==> src/rtl/motor_speed_ramp.sv <==
// Slew-limited speed/direction front end for the pwm block.
// Converts speed/direction commands into a pulse_width that moves at most one
// level every RAMP_TICKS clocks, with a zero-speed dead interval before reversal.
//
// state  | meaning
// -------+--------------------------------------------------------------
// STEADY | output matches target (or is parked at 0), counter idle at 0
// RAMP   | stepping pulse_width one level per RAMP_TICKS toward target
// DEAD   | pulse_width held at 0 for DEAD_TICKS, then dir takes target
module motor_speed_ramp #(
    parameter int WIDTH      = 3,
    parameter int MAX_LEVEL  = 5,
    parameter int RAMP_TICKS = 1000,
    parameter int DEAD_TICKS = 500
) (
    input  logic             clk,
    input  logic             sys_rst_n,
    input  logic             cmd_valid,
    input  logic [WIDTH-1:0] cmd_speed,
    input  logic             cmd_dir,
    input  logic             estop,
    output logic [WIDTH-1:0] pulse_width,
    output logic             dir,
    output logic             busy
);

    localparam int MAX_T = (RAMP_TICKS > DEAD_TICKS) ? RAMP_TICKS : DEAD_TICKS;
    localparam int CW    = (MAX_T > 1) ? $clog2(MAX_T) : 1;

    localparam logic [CW-1:0]    RAMP_LAST = CW'(RAMP_TICKS - 1);
    localparam logic [CW-1:0]    DEAD_LAST = CW'(DEAD_TICKS - 1);
    localparam logic [WIDTH-1:0] MAX_L     = WIDTH'(MAX_LEVEL);
    localparam logic [WIDTH-1:0] ONE       = WIDTH'(1);

    typedef enum logic [1:0] {
        STEADY = 2'd0,
        RAMP   = 2'd1,
        DEAD   = 2'd2
    } state_t;

    state_t           state, state_next;
    logic [CW-1:0]    cnt, cnt_next;
    logic [WIDTH-1:0] target_speed, target_speed_next;
    logic             target_dir, target_dir_next;
    logic [WIDTH-1:0] pw_next;
    logic             dir_next;
    logic [WIDTH-1:0] eff_target;
    logic [WIDTH-1:0] pw_step;

    // While a reversal is pending the motor must first come down to zero.
    assign eff_target = (target_dir != dir) ? '0 : target_speed;
    assign pw_step    = (pulse_width < eff_target) ? (pulse_width + ONE)
                                                   : (pulse_width - ONE);

    // State, counter and output register bank.
    always_ff @(posedge clk or negedge sys_rst_n) begin
        if (!sys_rst_n) begin
            state        <= STEADY;
            cnt          <= '0;
            target_speed <= '0;
            target_dir   <= 1'b0;
            pulse_width  <= '0;
            dir          <= 1'b0;
            busy         <= 1'b0;
        end else begin
            state        <= state_next;
            cnt          <= cnt_next;
            target_speed <= target_speed_next;
            target_dir   <= target_dir_next;
            pulse_width  <= pw_next;
            dir          <= dir_next;
            busy         <= (state_next != STEADY);
        end
    end

    // Next-state logic; all decisions use the already-registered target.
    always_comb begin
        state_next        = state;
        cnt_next          = cnt;
        target_speed_next = target_speed;
        target_dir_next   = target_dir;
        pw_next           = pulse_width;
        dir_next          = dir;

        if (estop) begin
            // dir and target_dir hold so no reversal is implied by a stop.
            state_next        = STEADY;
            cnt_next          = '0;
            target_speed_next = '0;
            pw_next           = '0;
        end else begin
            if (cmd_valid) begin
                target_speed_next = (cmd_speed > MAX_L) ? MAX_L : cmd_speed;
                target_dir_next   = cmd_dir;
            end

            case (state)
                STEADY: begin
                    cnt_next = '0;
                    if (pulse_width != eff_target) begin
                        state_next = RAMP;
                    end else if (dir != target_dir) begin
                        // Already at zero: only the dead interval remains.
                        state_next = DEAD;
                    end
                end

                RAMP: begin
                    if (pulse_width == eff_target) begin
                        // A retarget landed exactly on the current level.
                        cnt_next   = '0;
                        state_next = (dir != target_dir) ? DEAD : STEADY;
                    end else if (cnt == RAMP_LAST) begin
                        cnt_next = '0;
                        pw_next  = pw_step;
                        if (pw_step == eff_target) begin
                            state_next = (dir != target_dir) ? DEAD : STEADY;
                        end
                    end else begin
                        cnt_next = cnt + CW'(1);
                    end
                end

                DEAD: begin
                    pw_next = '0;
                    if (cnt == DEAD_LAST) begin
                        cnt_next   = '0;
                        dir_next   = target_dir;
                        state_next = (target_speed != '0) ? RAMP : STEADY;
                    end else begin
                        cnt_next = cnt + CW'(1);
                    end
                end

                default: begin
                    state_next = STEADY;
                    cnt_next   = '0;
                    pw_next    = '0;
                end
            endcase
        end
    end

endmodule

==> config.mk <==
export PLATFORM = sky130hd
export DESIGN_NAME = motor_speed_ramp
export DESIGN_NICKNAME = d
export VERILOG_FILES = /design/src/rtl/motor_speed_ramp.sv
export SDC_FILE = /design/constraint.sdc
export NUM_CORES = 1
export LEC_CHECK = 0
export CORE_ASPECT_RATIO = 0.7
export CORE_MARGIN = 2
export CORE_UTILIZATION = 52
export DETAILED_ROUTE_END_ITERATION = 10
export PLACE_DENSITY = 0.74
export SKIP_LAST_GASP = 1
export SYNTH_ARGS = -nofsm -noshare
export SYNTH_HDL_FRONTEND = slang
export SYNTH_SLANG_ARGS = --single-unit
==> constraint.sdc <==
create_clock -name clk -period 6.38 [get_ports clk]
set_input_delay 1.276 -clock clk [delete_from_list [all_inputs] [get_ports clk]]
set_output_delay 1.276 -clock clk [all_outputs]
set_load 0.05 [all_outputs]
=== Yosys cells after proc, flatten, opt, wreduce, memory -nomap -nowiden ===
Index checks and enable logic that the tools add are counted.

* Logic and storage cells: 56
* Register bits after elaboration: 21
* Output and inout port bits: 5
* Bits of input ports: 8

* Bitwise operators: 1
* Magnitude comparators: 2
* Add/sub/neg operators: 3
* Equality and inequality tests: 12
* Reduce and logical (&&, ||, !) cells: 7
* Multiplexer cells: 24

{| class="wikitable"
|+ Operators by type and width
! operator !! number
|-
| $mux W10 || 4
|-
| $mux W3 || 8
|-
| $pmux W10 S2 || 1
|-
| $mux W2 || 8
|-
| $add A10 B1 Y10 const B || 1
|-
| $eq A10 B10 Y1 const B || 1
|-
| $eq A10 B9 Y1 const B || 1
|-
| $eq A3 B3 Y1 || 2
|-
| $ne A3 B3 Y1 const B || 2
|-
| $pmux W2 S3 || 1
|-
| $pmux W3 S2 || 1
|-
| $reduce_and A3 Y1 || 2
|-
| $reduce_bool A2 Y1 || 2
|-
| $add A3 B1 Y3 const B || 1
|-
| $gt A3 B3 Y1 const B || 1
|-
| $lt A3 B3 Y1 || 1
|-
| $ne A3 B3 Y1 || 1
|-
| $reduce_bool A3 Y1 || 1
|-
| $sub A3 B1 Y3 const B || 1
|-
| $eq A2 B1 Y1 const B || 1
|-
| $eq A2 B2 Y1 const B || 1
|-
| $logic_not A2 Y1 || 1
|-
| $ne A1 B1 Y1 || 2
|-
| $ne A2 B2 Y1 const B || 1
|-
| 3 further kinds || 3
|}

=== Logic depth before layout (Yosys ltp) ===
Gate-level depths: netlist of the first run.

* Depth in word-level cells: 11
* Depth in mapped cells: 11
* Gate-level depth less buffers: 11

=== Least setup slack after synthesis of the first run ===
OpenSTA, ideal clock, no wires.

* Kind: register to register
* Start point: register dir
* End point: register busy
* Path slack: 3078 ps
* Period minus slack after synthesis: 3302 ps
* Library setup time: 144 ps
* Stages on the path, launching flop included: 12
* Arrival: 3158 ps
* Path buffers: 0
* Data required time: 6236 ps
* Path through: dfrtp_1 > xnor2_1 > nand2_1 > ha_1 > a21oi_1 > o21a_1 > fa_1 > nor3b_1 > o21ai_1 > or3b_1 > o221ai_1 > a311oi_2

* Longest elaborated chain between the ends: 11
* Elaborated cells on any way between the ends: 17
* Classes of those cells: order compare: 1; eq/ne: 5; mux: 10; reduce/logical: 1

{| class="wikitable"
|+ Ends and longest elaborated chain
! what !! RTL line !! RTL
|-
| from (decl) || 23 || <nowiki>output logic dir,</nowiki>
|-
| from (signal assigned) || 71 || <nowiki>dir <= dir_next;</nowiki>
|-
| $ne A1 B1 Y1 || n/a ||
|-
| $mux W3 || 51 || <nowiki>assign eff_target = (target_dir != dir) ? '0 : target_speed;</nowiki>
|-
| $lt A3 B3 Y1 || 52 || <nowiki>assign pw_step = (pulse_width < eff_target) ? (pulse_width + ONE)</nowiki>
|-
| $mux W3 || 52 ||
|-
| $eq A3 B3 Y1 || 116 || <nowiki>if (pw_step == eff_target) begin</nowiki>
|-
| $mux W2 || 116 ||
|-
| $mux W2 || 113 || <nowiki>end else if (cnt == RAMP_LAST) begin</nowiki>
|-
| $mux W2 || 109 || <nowiki>if (pulse_width == eff_target) begin</nowiki>
|-
| $pmux W2 S3 * || 97 || <nowiki>case (state)</nowiki>
|-
| $mux W2 * || 85 || <nowiki>if (estop) begin</nowiki>
|-
| $reduce_bool A2 Y1 * || 72 || <nowiki>busy <= (state_next != STEADY);</nowiki>
|-
| to (signal assigned) || 72 ||
|-
| to (decl) || 24 || <nowiki>output logic busy</nowiki>
|}

Mark *: on every way between the ends. The rest lies on a longest branch, timed or not.
A chain may end at the register's enable or synchronous reset.

=== Worst setup path in the final report of the first run ===
* Start point: register target_dir
* End point: register busy

* Longest elaborated chain between the ends: 11
* Elaborated cells on any way between the ends: 17
* Classes of those cells: order compare: 1; eq/ne: 5; mux: 10; reduce/logical: 1

{| class="wikitable"
|+ Ends and longest elaborated chain
! what !! RTL line !! RTL
|-
| from (decl) || 44 || <nowiki>logic target_dir, target_dir_next;</nowiki>
|-
| from (signal assigned) || 69 || <nowiki>target_dir <= target_dir_next;</nowiki>
|-
| $ne A1 B1 Y1 || n/a ||
|-
| $mux W3 || 51 ||
|-
| $lt A3 B3 Y1 || 52 ||
|-
| $mux W3 || 52 ||
|-
| $eq A3 B3 Y1 || 116 ||
|-
| $mux W2 || 116 ||
|-
| $mux W2 || 113 ||
|-
| $mux W2 || 109 ||
|-
| $pmux W2 S3 * || 97 ||
|-
| $mux W2 * || 85 ||
|-
| $reduce_bool A2 Y1 * || 72 ||
|}

Marks and branches as above.

==> flow_summary.toml, run 1 <==
[place]
dp_hpwl_um = 1958
numPortBuffers = 12
place.gp.congestion = 0.8924

[critical_path]
cp-start-kind = "register"
crit_start = "target_dir"
r2r_cells = 11
worst-r2r-setup-slack_ps = 2960
r2r_end = "busy"
critPathRequiredTime_ps = 6560
end_kind = "register"
crit_end = "busy"
rr_startpoint = "target_dir"
crit_path_max_fanout = 6
critPathKind = "reg2reg"
cp_data_arrival_time_ps = 3600

[clock_tree]
cts_max_level = 1
tritoncts = "done"
postCtsSetupBuffers = 0
cts_hold_buf = 0
clockBufferDepth = 2
cts.clk_slew.worst_paths_ps = 130
clock_latency_ps = 310
ctsRootBufferMaster = "clkbuf_4"
cts_made_buffers = 3
cts_resized = 0
cts_sinks = 21

[global_routing]
grt_pass1_wl_um = 4243
grt_max_degree = 22
antenna_found_initial = 0
grt_pass1_vias = 908
grt_usage_pct = 19.84
grt_overflow = 0

[logic_synthesis]
netlist_instances = 132
synthesis.area_mm2 = 0.001295
yosys.area.top_type = "dfrtp_1"
synth_warnings = 0
synth_top_area_share_pct = 40.58
syn_avg_cell_area_um2 = 9.811
async_reset_ff_share_pct = 100.0
seq_area_frac_synth_pct = 40.58
synth_common_cells = "dfrtp_1, nor2_1, nand2_1"
ys_types = 39
syn_nets = 149
ys_ff_latch = 21
synthFlopType = "dfrtp_1"
synthTopCellsByArea = "dfrtp_1, ha_1, nor2_1"
yosysMostFrequentCell = "dfrtp_1"
synth_edf_count = 0

[timing]
maxSlewViolCount = 0
hold_ws_ps = 508.0
relSlewSlack_pct = 38.41
fmax_ghz = 0.2928
setup_viol = 0
fin_skew_ps = 5.939
rsz0062_at_grt = "no"
period_share_pct = 53.54
finalSetupTns_ps = 0
period_minus_slack_ps = 3416
hold_viol = 0
tightest_slew_ps = 921.0

[route]
vias = 1008
wire_per_inst_um = 13.92
drc = 0
drtPass1Iterations = 4
wl_um = 2520
vias_per_cell = 5.569
antenna_left = 0
drt_iter0_drc = 26

[layout]
fin_nets = 165
area.growth.synth_to_final_pct = 14.59
antennaDiodeCount = 0
layout-drive-gt1-share_pct = 5.442

[floorplanning]
io-pin-count = 13
design.core.area_mm2 = 0.002421
start_util_pct = 53.49
die_x_um = 63.65
die_area_mm2 = 0.002912
rows = 15
die_y_um = 45.75

[min_path]
holdCritPathClass = "reg2reg"

[power]
p_sw_mw = 0.1137
clkPwrFrac_pct = 20.9
intPower_mw = 0.2090
power_mw = 0.3227
p_seq_share_pct = 46.0
swShare_pct = 35.24
pwr-share-comb_pct = 33.2
p_leak_nw = 0.5885
ir_drop_v = 0.0001310
power-per-cell-area_mw_per_mm2 = 217.5

[job]
maxCapViolCount = 0

[run_status]
status = "finished clean"
-- power groups by stage --
stage	logic (mW)	registers (mW)	clock network, mW
global route	0.118	0.150	0.0774
finish	0.107	0.148	0.0673
detailed placement	0.107	0.151	0
global placement	0.105	0.150	0
floorplan	0.0667	0.160	0
CTS	0.107	0.149	0.0697
-- state kept, by name, summed over array words and instances (netlist names) --
name	cells
target_speed	3
dir	1
target_dir	1
cnt	10
state	2
busy	1
pulse_width	3
-- cell families (layout without fill, tap and decap cells) --
kind of cell	after synthesis	after routing	share of synthesized area [%]
DFF	21	21	40.58
muxes	3	3	2.512
xor gates and xnor gates	13	13	9.855
AOI/OAI and AO/OA	23	23	12.37
adders and majority gates	9	9	9.276
buffers and inverters	8	23	2.319
and+or+nand+nor	55	55	23.09
-- layout make-up --
type	instances	area [um2]
fill	200	937.1
multi-input combinational	103	739.5
sequential	21	525.5
timing repair buffer	12	120.1
tap	34	42.54
inverter	7	26.28
clock buffer	3	22.52
clock inverter	1	7.507
-- worst max-delay path, stage by stage, from the launching register on --
cell and delay (ps):
dfrtp_1 450, xnor2_1 370, nand2_1 140, ha_1 340, a21oi_1 170, o21a_1 230
fa_1 480, nor3b_1 230, o21ai_1 110, or3b_1 370, o221ai_1 240, a311oi_2 140
-- worst min path at each step --
stage	start	end	cells after the start
after floorplan	cnt[0]	cnt[0]	1
after CTS	cnt[0]	cnt[0]	1
after global routing	cnt[0]	cnt[0]	1
after global placement	cnt[0]	cnt[0]	1
after detailed placement	cnt[0]	cnt[0]	1
final	cnt[0]	cnt[0]	1
-- per-layer routing --
| layer | wire (um) | global-route usage, % | share of wire (%) | up-vias |
|---|---|---|---|---|
| met5 | 0 | 0 | 0 | - |
| met4 | 13 | 3.913 | 0.52 | 0 |
| met3 | 128 | 5.941 | 5.1 | 2 |
| met2 | 1069 | 31.58 | 42 | 20 |
| met1 | 1309 | 27.44 | 52 | 485 |
| li1 | - | - | - | 501 |
-- through the flow --
step | instances | cell area (um2) | setup slack, ps | utilization (%)
floorplan | 132 | 1295 | 3078 | -
global placement | 177 | 1454 | 3157 | 60.05
detailed placement | 177 | 1454 | 2992 | 60.05
CTS | 181 | 1484 | 2987 | 61.29
global route | 181 | 1484 | 2705 | 61.29
finish | 181 | 1484 | 2964 | 61.29
-- cell usage in the layout (no fill, tap or decap), types with 2 or more instances in the layout --
| cell | synthesis | final |
|---|---|---|
| and2_1 | 2 | 2 |
| nor2_1 | 15 | 15 |
| inv_1 | 7 | 7 |
| or3b_1 | 4 | 4 |
| xor2_1 | 6 | 6 |
| ha_1 | 8 | 8 |
| xnor2_1 | 6 | 6 |
| o21ai_1 | 2 | 2 |
| o21a_1 | 2 | 2 |
| clkbuf_4 | 0 | 3 |
| o211ai_1 | 2 | 2 |
| nand2_1 | 10 | 10 |
| o21ai_0 | 2 | 2 |
| a211oi_1 | 2 | 2 |
| dfrtp_1 | 21 | 21 |
| clkdlybuf4s50_1 | 0 | 12 |
| nand3b_1 | 4 | 4 |
| nand3_1 | 4 | 4 |
| nor3_1 | 3 | 3 |
| mux2_2 | 2 | 2 |
| nor2b_1 | 2 | 2 |
| a21oi_1 | 8 | 8 |
| nand4_1 | 2 | 2 |
Note: power is estimated with default switching activity, not from simulation.
==> run 2: changes to the inputs <==
==> constraint.sdc (replaced) <==
create_clock -name clk -period 3.5 [get_ports clk]
set_input_delay 0.7 -clock clk [delete_from_list [all_inputs] [get_ports clk]]
set_output_delay 0.7 -clock clk [all_outputs]
set_load 0.05 [all_outputs]
==> run 2 against run 1 <==
  * Die area is the same
  * Flip-flop and latch count is the same
  * Register-to-register slack got worse by 2700 ps
  * Clock skew down 2.0 ps
  * Clock power is 81% higher
  * Largest cell class unchanged
  * Sequential power up 83%
  * Via count up 1.1%
  * Critical path type unchanged
  * Final area grew 1.5%
  * Sequential share of layout area shrank 0.53 points
  * Combinational power rose by 88%
  * Maximum frequency up 5.5%
==> flow_summary.toml, run 2 (same netlist as run 1, synthesis figures left out) <==
[clock_tree]
cts_sinks = 21
cts_made_buffers = 3
cts.clk_slew.worst_paths_ps = 120
clock_latency_ps = 310
cts_max_level = 1
tritoncts = "done"
ctsRootBufferMaster = "clkbuf_4"
cts_hold_buf = 0
clockBufferDepth = 2

[critical_path]
rr_startpoint = "dir"
crit_family = "compound AO/OA/AOI/OAI gates"
cpPeakStageDelay_ps = 550
critPathKind = "reg2reg"
crit_path_max_fanout = 4
cp-start-kind = "register"
critPathBufInv = 1
cpMostUsedCell = "nand2_1"
r2r_cells = 12
cp_data_arrival_time_ps = 3420
crit_chain = "xnor2_2 > buf_4 > nand2_1 > ha_1 > nand2_1 > o21a_1 > fa_1 > a21boi_0 > o21ai_1 > or3b_1 > o221ai_1 > a311oi_2"
cp_slowest_cell = "fa_1"
worst-r2r-setup-slack_ps = 260
end_kind = "register"
critPathRequiredTime_ps = 3680
r2r_end = "busy"

[route]
wl_met1_um = 1292
wire_per_inst_um = 13.85
drt_iter0_drc = 39
wl_um = 2535
vias = 1019
vias_per_cell = 5.568
dr_wl_met3_um = 164
drc = 0
antenna_left = 0
highest_layer = "met4"
drtPass1Iterations = 4
dr_wl_met2_um = 1067

[min_path]
holdPathEnd = "cnt[0]"
hp-start = "cnt[0]"
min_path_cells = 1
holdCritPathClass = "reg2reg"

[timing]
fmax_ghz = 0.3088
period_minus_slack_ps = 3238
relSlewSlack_pct = 38.64
hold_viol = 0
finalSetupTns_ps = 0
setup_viol = 0
tightest_slew_ps = 917.6
fin_skew_ps = 3.903
rsz0062_at_grt = "no"
maxSlewViolCount = 0
period_share_pct = 92.53

[layout]
final_cell_mix = "dfrtp_1, nor2_1, clkdlybuf4s50_1, nand2_1"
post-route-util_pct = 62.22
antennaDiodeCount = 0
final_common_cell = "dfrtp_1"
largest_reg_flops = 10
layout-drive-gt1-share_pct = 7.383
top_regs = "cnt (10), pulse_width (3), target_speed (3)"
area.growth.synth_to_final_pct = 16.33
fin_nets = 167
regMostFlops = "cnt"

[job]
maxCapViolCount = 0

[global_routing]
grt_pass1_vias = 909
grt_usage_pct = 19.80
grt_overflow = 0
grt_max_degree = 22
antenna_found_initial = 0
grt_pass1_wl_um = 4271

[place]
place.gp.congestion = 0.8924
dp_hpwl_um = 1914
numPortBuffers = 12

[floorplanning]
io-pin-count = 13
design.core.area_mm2 = 0.002421
die_y_um = 45.75
die_area_mm2 = 0.002912
rows = 15
start_util_pct = 53.49
die_x_um = 63.65

[power]
p_seq_share_pct = 45.5
pwr-share-comb_pct = 33.9
ir_drop_v = 0.0002503
p_sw_mw = 0.2084
clkPwrFrac_pct = 20.6
intPower_mw = 0.3859
p_leak_nw = 0.6030
power_mw = 0.5943
swShare_pct = 35.06
power-per-cell-area_mw_per_mm2 = 394.5

[run_status]
status = "finished clean"
[run 2: worst max-delay path by stage]
stage / startpoint / end / slack, ps / cells past startpoint
final: dir / busy / 260 / 12
after global routing: dir / busy / 70 / 11
after CTS: target_dir / busy / 60 / 11
after detailed placement: target_dir / busy / 90 / 11
after global placement: target_dir / busy / 280 / 11
after floorplan: dir / busy / 200 / 11
[run 2: power by group through the flow]
| stage | combinational, mW | clock, mW | sequential, mW |
|---|---|---|---|
| final | 0.201 | 0.122 | 0.271 |
| after global routing | 0.223 | 0.140 | 0.273 |
| after CTS | 0.194 | 0.128 | 0.270 |
| after detailed placement | 0.192 | 0 | 0.275 |
| after global placement | 0.192 | 0 | 0.274 |
| after floorplan | 0.122 | 0 | 0.291 |
[run 2: through the flow]
step / hold slack (ps) / instances / worst slack [ps] / cell area [um2]
2_1_floorplan: 404.4 / 132 / 198.0 / 1295
3_3_place_gp: 468.3 / 177 / 276.5 / 1454
3_5_place_dp: 484.9 / 177 / 90.34 / 1454
4_1_cts: 502.6 / 181 / 63.49 / 1484
5_1_grt: 527.8 / 183 / 66.36 / 1506
6_report: 505.5 / 183 / 261.5 / 1506
[run 2: timing repair]
action	4_1_cts	5_1_grt
endpoints found under the hold margin	0	0
gates resized for setup	0	1
endpoints found under the setup margin	0	3
buffers inserted	0	2
[run 2: area by class of cell]
| type | count | area, um2 |
|---|---|---|
| clock buffer | 3 | 22.52 |
| clock inverter | 1 | 7.507 |
| fill | 191 | 914.6 |
| inverter | 7 | 26.28 |
| multi-input combinational | 103 | 747.0 |
| sequential | 21 | 525.5 |
| tap | 34 | 42.54 |
| timing repair buffer | 14 | 135.1 |
[run 2: metal layers]
layer | up-vias | track usage, %
li1 | 498 | -
met4 | 0 | 3.913
met1 | 492 | 28.91
met2 | 27 | 29.47
met3 | 2 | 5.941
met5 | - | 0
==> run 3: changes to the inputs <==
--- a/config.mk
+++ b/config.mk
@@ -5,6 +5,7 @@
 export SDC_FILE = /design/constraint.sdc
 export NUM_CORES = 1
 export LEC_CHECK = 0
+export ABC_CLOCK_PERIOD_IN_PS = 3500
 export CORE_ASPECT_RATIO = 0.7
 export CORE_MARGIN = 2
 export CORE_UTILIZATION = 52
==> results of run 3 <==
No change in the layout: final DEF, timing and power equal those of run 2.
==> RTL change (config.mk and constraints of run 3) <==
The output `busy` loses its register stage (`busy` becomes a continuous assignment).
--- a/src/rtl/motor_speed_ramp.sv
+++ b/src/rtl/motor_speed_ramp.sv
@@ -61,7 +61,6 @@
             target_dir   <= 1'b0;
             pulse_width  <= '0;
             dir          <= 1'b0;
-            busy         <= 1'b0;
         end else begin
             state        <= state_next;
             cnt          <= cnt_next;
@@ -69,9 +68,10 @@
             target_dir   <= target_dir_next;
             pulse_width  <= pw_next;
             dir          <= dir_next;
-            busy         <= (state_next != STEADY);
         end
     end
+
+    assign busy = (state_next != STEADY);
 
     // Next-state logic; all decisions use the already-registered target.
     always_comb begin
Check against the original RTL: not equivalent (a bounded check fails within 4 cycles, from zero or initial values and one cycle with sys_rst_n low).
==> RTL change against run 3 <==
The flow now finishes with violations (setup timing). Highest routed layer unchanged. Synthesized area shrank 1.9%. Core utilization grew 14 points. Non-clock buffer count grew 16. Largest power group is now combinational logic. Wire length grew 11%. Via count grew 6.4%. Sequential cell count shrank 1. Critical path type is now reg -> out. Die area shrank 1.8%. Design area grew 12%. Cell count grew 7.1%. Synthesized cell count shrank 0.76%. Worst setup slack lost 0.79 ns. Register-to-register slack gained 0.02 ns. Power grew 19%.
==> RTL change: results (changes against run 3) <==
[setup_path]
cp_max_fo = 4  ; unchanged
r2r_start = dir
crit_arrival_ns = 3.33  ; -0.09 ns
rrSetupSlack_ns = 0.28  ; +0.02 ns
rr_worst_depth = 14  ; +2
rr_endpoint = state[1]

[detailed_routing]
drt_first_pass_iters = 4  ; unchanged
drt-initial-drc-count = 60  ; +54%
wl_um = 2810  ; +11%
dr_total_vias = 1084  ; +6.4%

[sta]
holdWs_ns = 0.485  ; -0.0210 ns
finalSetupTns_ns = -0.531  ; -0.531 ns
skew_ns = 0.00541  ; +0.00151 ns
fin_ws_ns = -0.531  ; -0.792 ns
setup_viol = 1  ; +1
maxSlewHeadroom = 0.397  ; +0.0110

[synth]
yosysSeqAreaShare = 0.394  ; -0.0117
synthDistinctLibCells = 39  ; unchanged
async_reset_ff_frac = 1.00  ; unchanged
synthTopCellsByCount = 20 x dfrtp_1, 15 x nor2_1, 10 x nand2_1
syn_nets = 148  ; -0.67%
synth_area_per_cell_um2 = 9.69  ; -1.2%
ys_warn_count = 0  ; unchanged
synth_area_leaders = dfrtp_1 39%, ha_1 7.9%, nor2_1 4.4%

[status]
status = complete, but fails checks
violations = setup timing

[final_layout]
final_cells = 196  ; +7.1%
fillCellCount = 161  ; -16%
drive_gt1_frac = 0.238  ; +0.164
reg.largest.list = cnt x10, pulse_width x3, target_speed x3
final_nets = 182  ; +9.0%

[grt]
grt_antenna_before_repair = 0  ; unchanged
track_usage = 0.233  ; +0.0346
grt_max_degree = 21  ; -4.5%
grt_pass1_wl_um = 4890  ; +14%

[place]
dp_slack_ns = -0.343  ; -0.434 ns
hpwl_um = 2060  ; +7.4%
post_dp_cell_area_mm2 = 0.00158  ; +8.9%
place_inst = 188  ; +6.2%
port_buffers = 12  ; unchanged
gp_congestion = 0.898  ; +0.65%

[power_and_ir_drop]
peakVddDrop_mv = 0.253  ; +1.2%
p_leak_nw = 0.688  ; +14%

[cts]
path_clk_slew_ns = 0.12  ; about the same
cts_root_buf = clkbuf_4
ctsLongestPathBuffers = 2  ; unchanged
clkLatencyLatePin_ns = 0.32
cts_buffers = 3  ; unchanged
cts_htree_levels = 1  ; unchanged

[min_path]
hp-class = reg -> reg
min_from = cnt[0]
holdPathStages = 1  ; unchanged
hold_end = cnt[0]

==> RTL change: cell types whose count changed in the layout (fill, tap and decap cells not counted), sizes merged <==
cell and delta:
dfrtp -1, clkinvlp -1, buf +17, bufinv +1, clkdlybuf4s50 -1
==> RTL change: power by group <==
part | total, mW | switching [mW] | internal, mW
logic | 0.256 | 0.138 | 0.119
clock network | 0.197 | 0.0808 | 0.116
registers | 0.255 | 0.0129 | 0.242
==> RTL change: final cells by class <==
cell class                      count  area, µm²  share of cell area
Multi-Input combinational cell    103        815               0.481
Sequential cell                    20        503               0.297
Timing Repair Buffer               30        256               0.152
Tap cell                           32       40.0              0.0237
Clock inverter                      1       30.0              0.0177
Inverter                            7       26.3              0.0155
Clock buffer                        3       22.5              0.0133
==> RTL change: logic make-up (layout without fill, tap and decap cells) <==
family,after synthesis,count (layout),synth area share
adder cells (fa/ha/maj),9,9,0.0946
XOR/XNOR,13,13,0.100
flip-flops,20,20,0.394
AO/OA/AOI/OAI,23,23,0.126
multiplexers,3,3,0.0256
buffers and inverters,8,41,0.0236
AND/OR/NAND/NOR,55,55,0.235
==> RTL change: worst max-delay path by stage <==
| stage | endpoint | cells after the start | startpoint | slack [ns] |
|---|---|---|---|---|
| after global placement | busy | 12 | dir | -0.24 |
| after global routing | busy | 12 | dir | -0.66 |
| after floorplan | busy | 11 | dir | -0.42 |
| after CTS | busy | 12 | target_dir | -0.59 |
| final | busy | 12 | dir | -0.53 |
| after detailed placement | busy | 12 | dir | -0.34 |
==> RTL change: routing by layer <==
metal / wire, µm / global-route usage / vias to the layer above
met5: 0 / 0 / -
met4: 102 / 0.147 / 0
met3: 132 / 0.0599 / 13
met2: 1180 / 0.355 / 31
met1: 1390 / 0.303 / 513
li1: - / - / 527
==> RTL change: worst max-delay path, cell delays in order (launching register included) <==
cell      delay (ns)
dfrtp_2         0.46
xnor2_4         0.20
nand2_2         0.11
ha_4            0.28
nand2_1         0.05
o21a_1          0.19
fa_2            0.56
a21boi_2        0.18
o21ai_2         0.08
or3b_1          0.39
o221ai_2        0.22
a311oi_4        0.12
buf_6           0.17
==> RTL change: what timing repair did <==
item / 4_1_cts / 5_1_grt
cloned: 0 / 0
endpoints found under the setup margin: 1 / 1
buffers inserted: 3 / 1
pin swaps: 9 / 4
gates resized for setup: 6 / 1
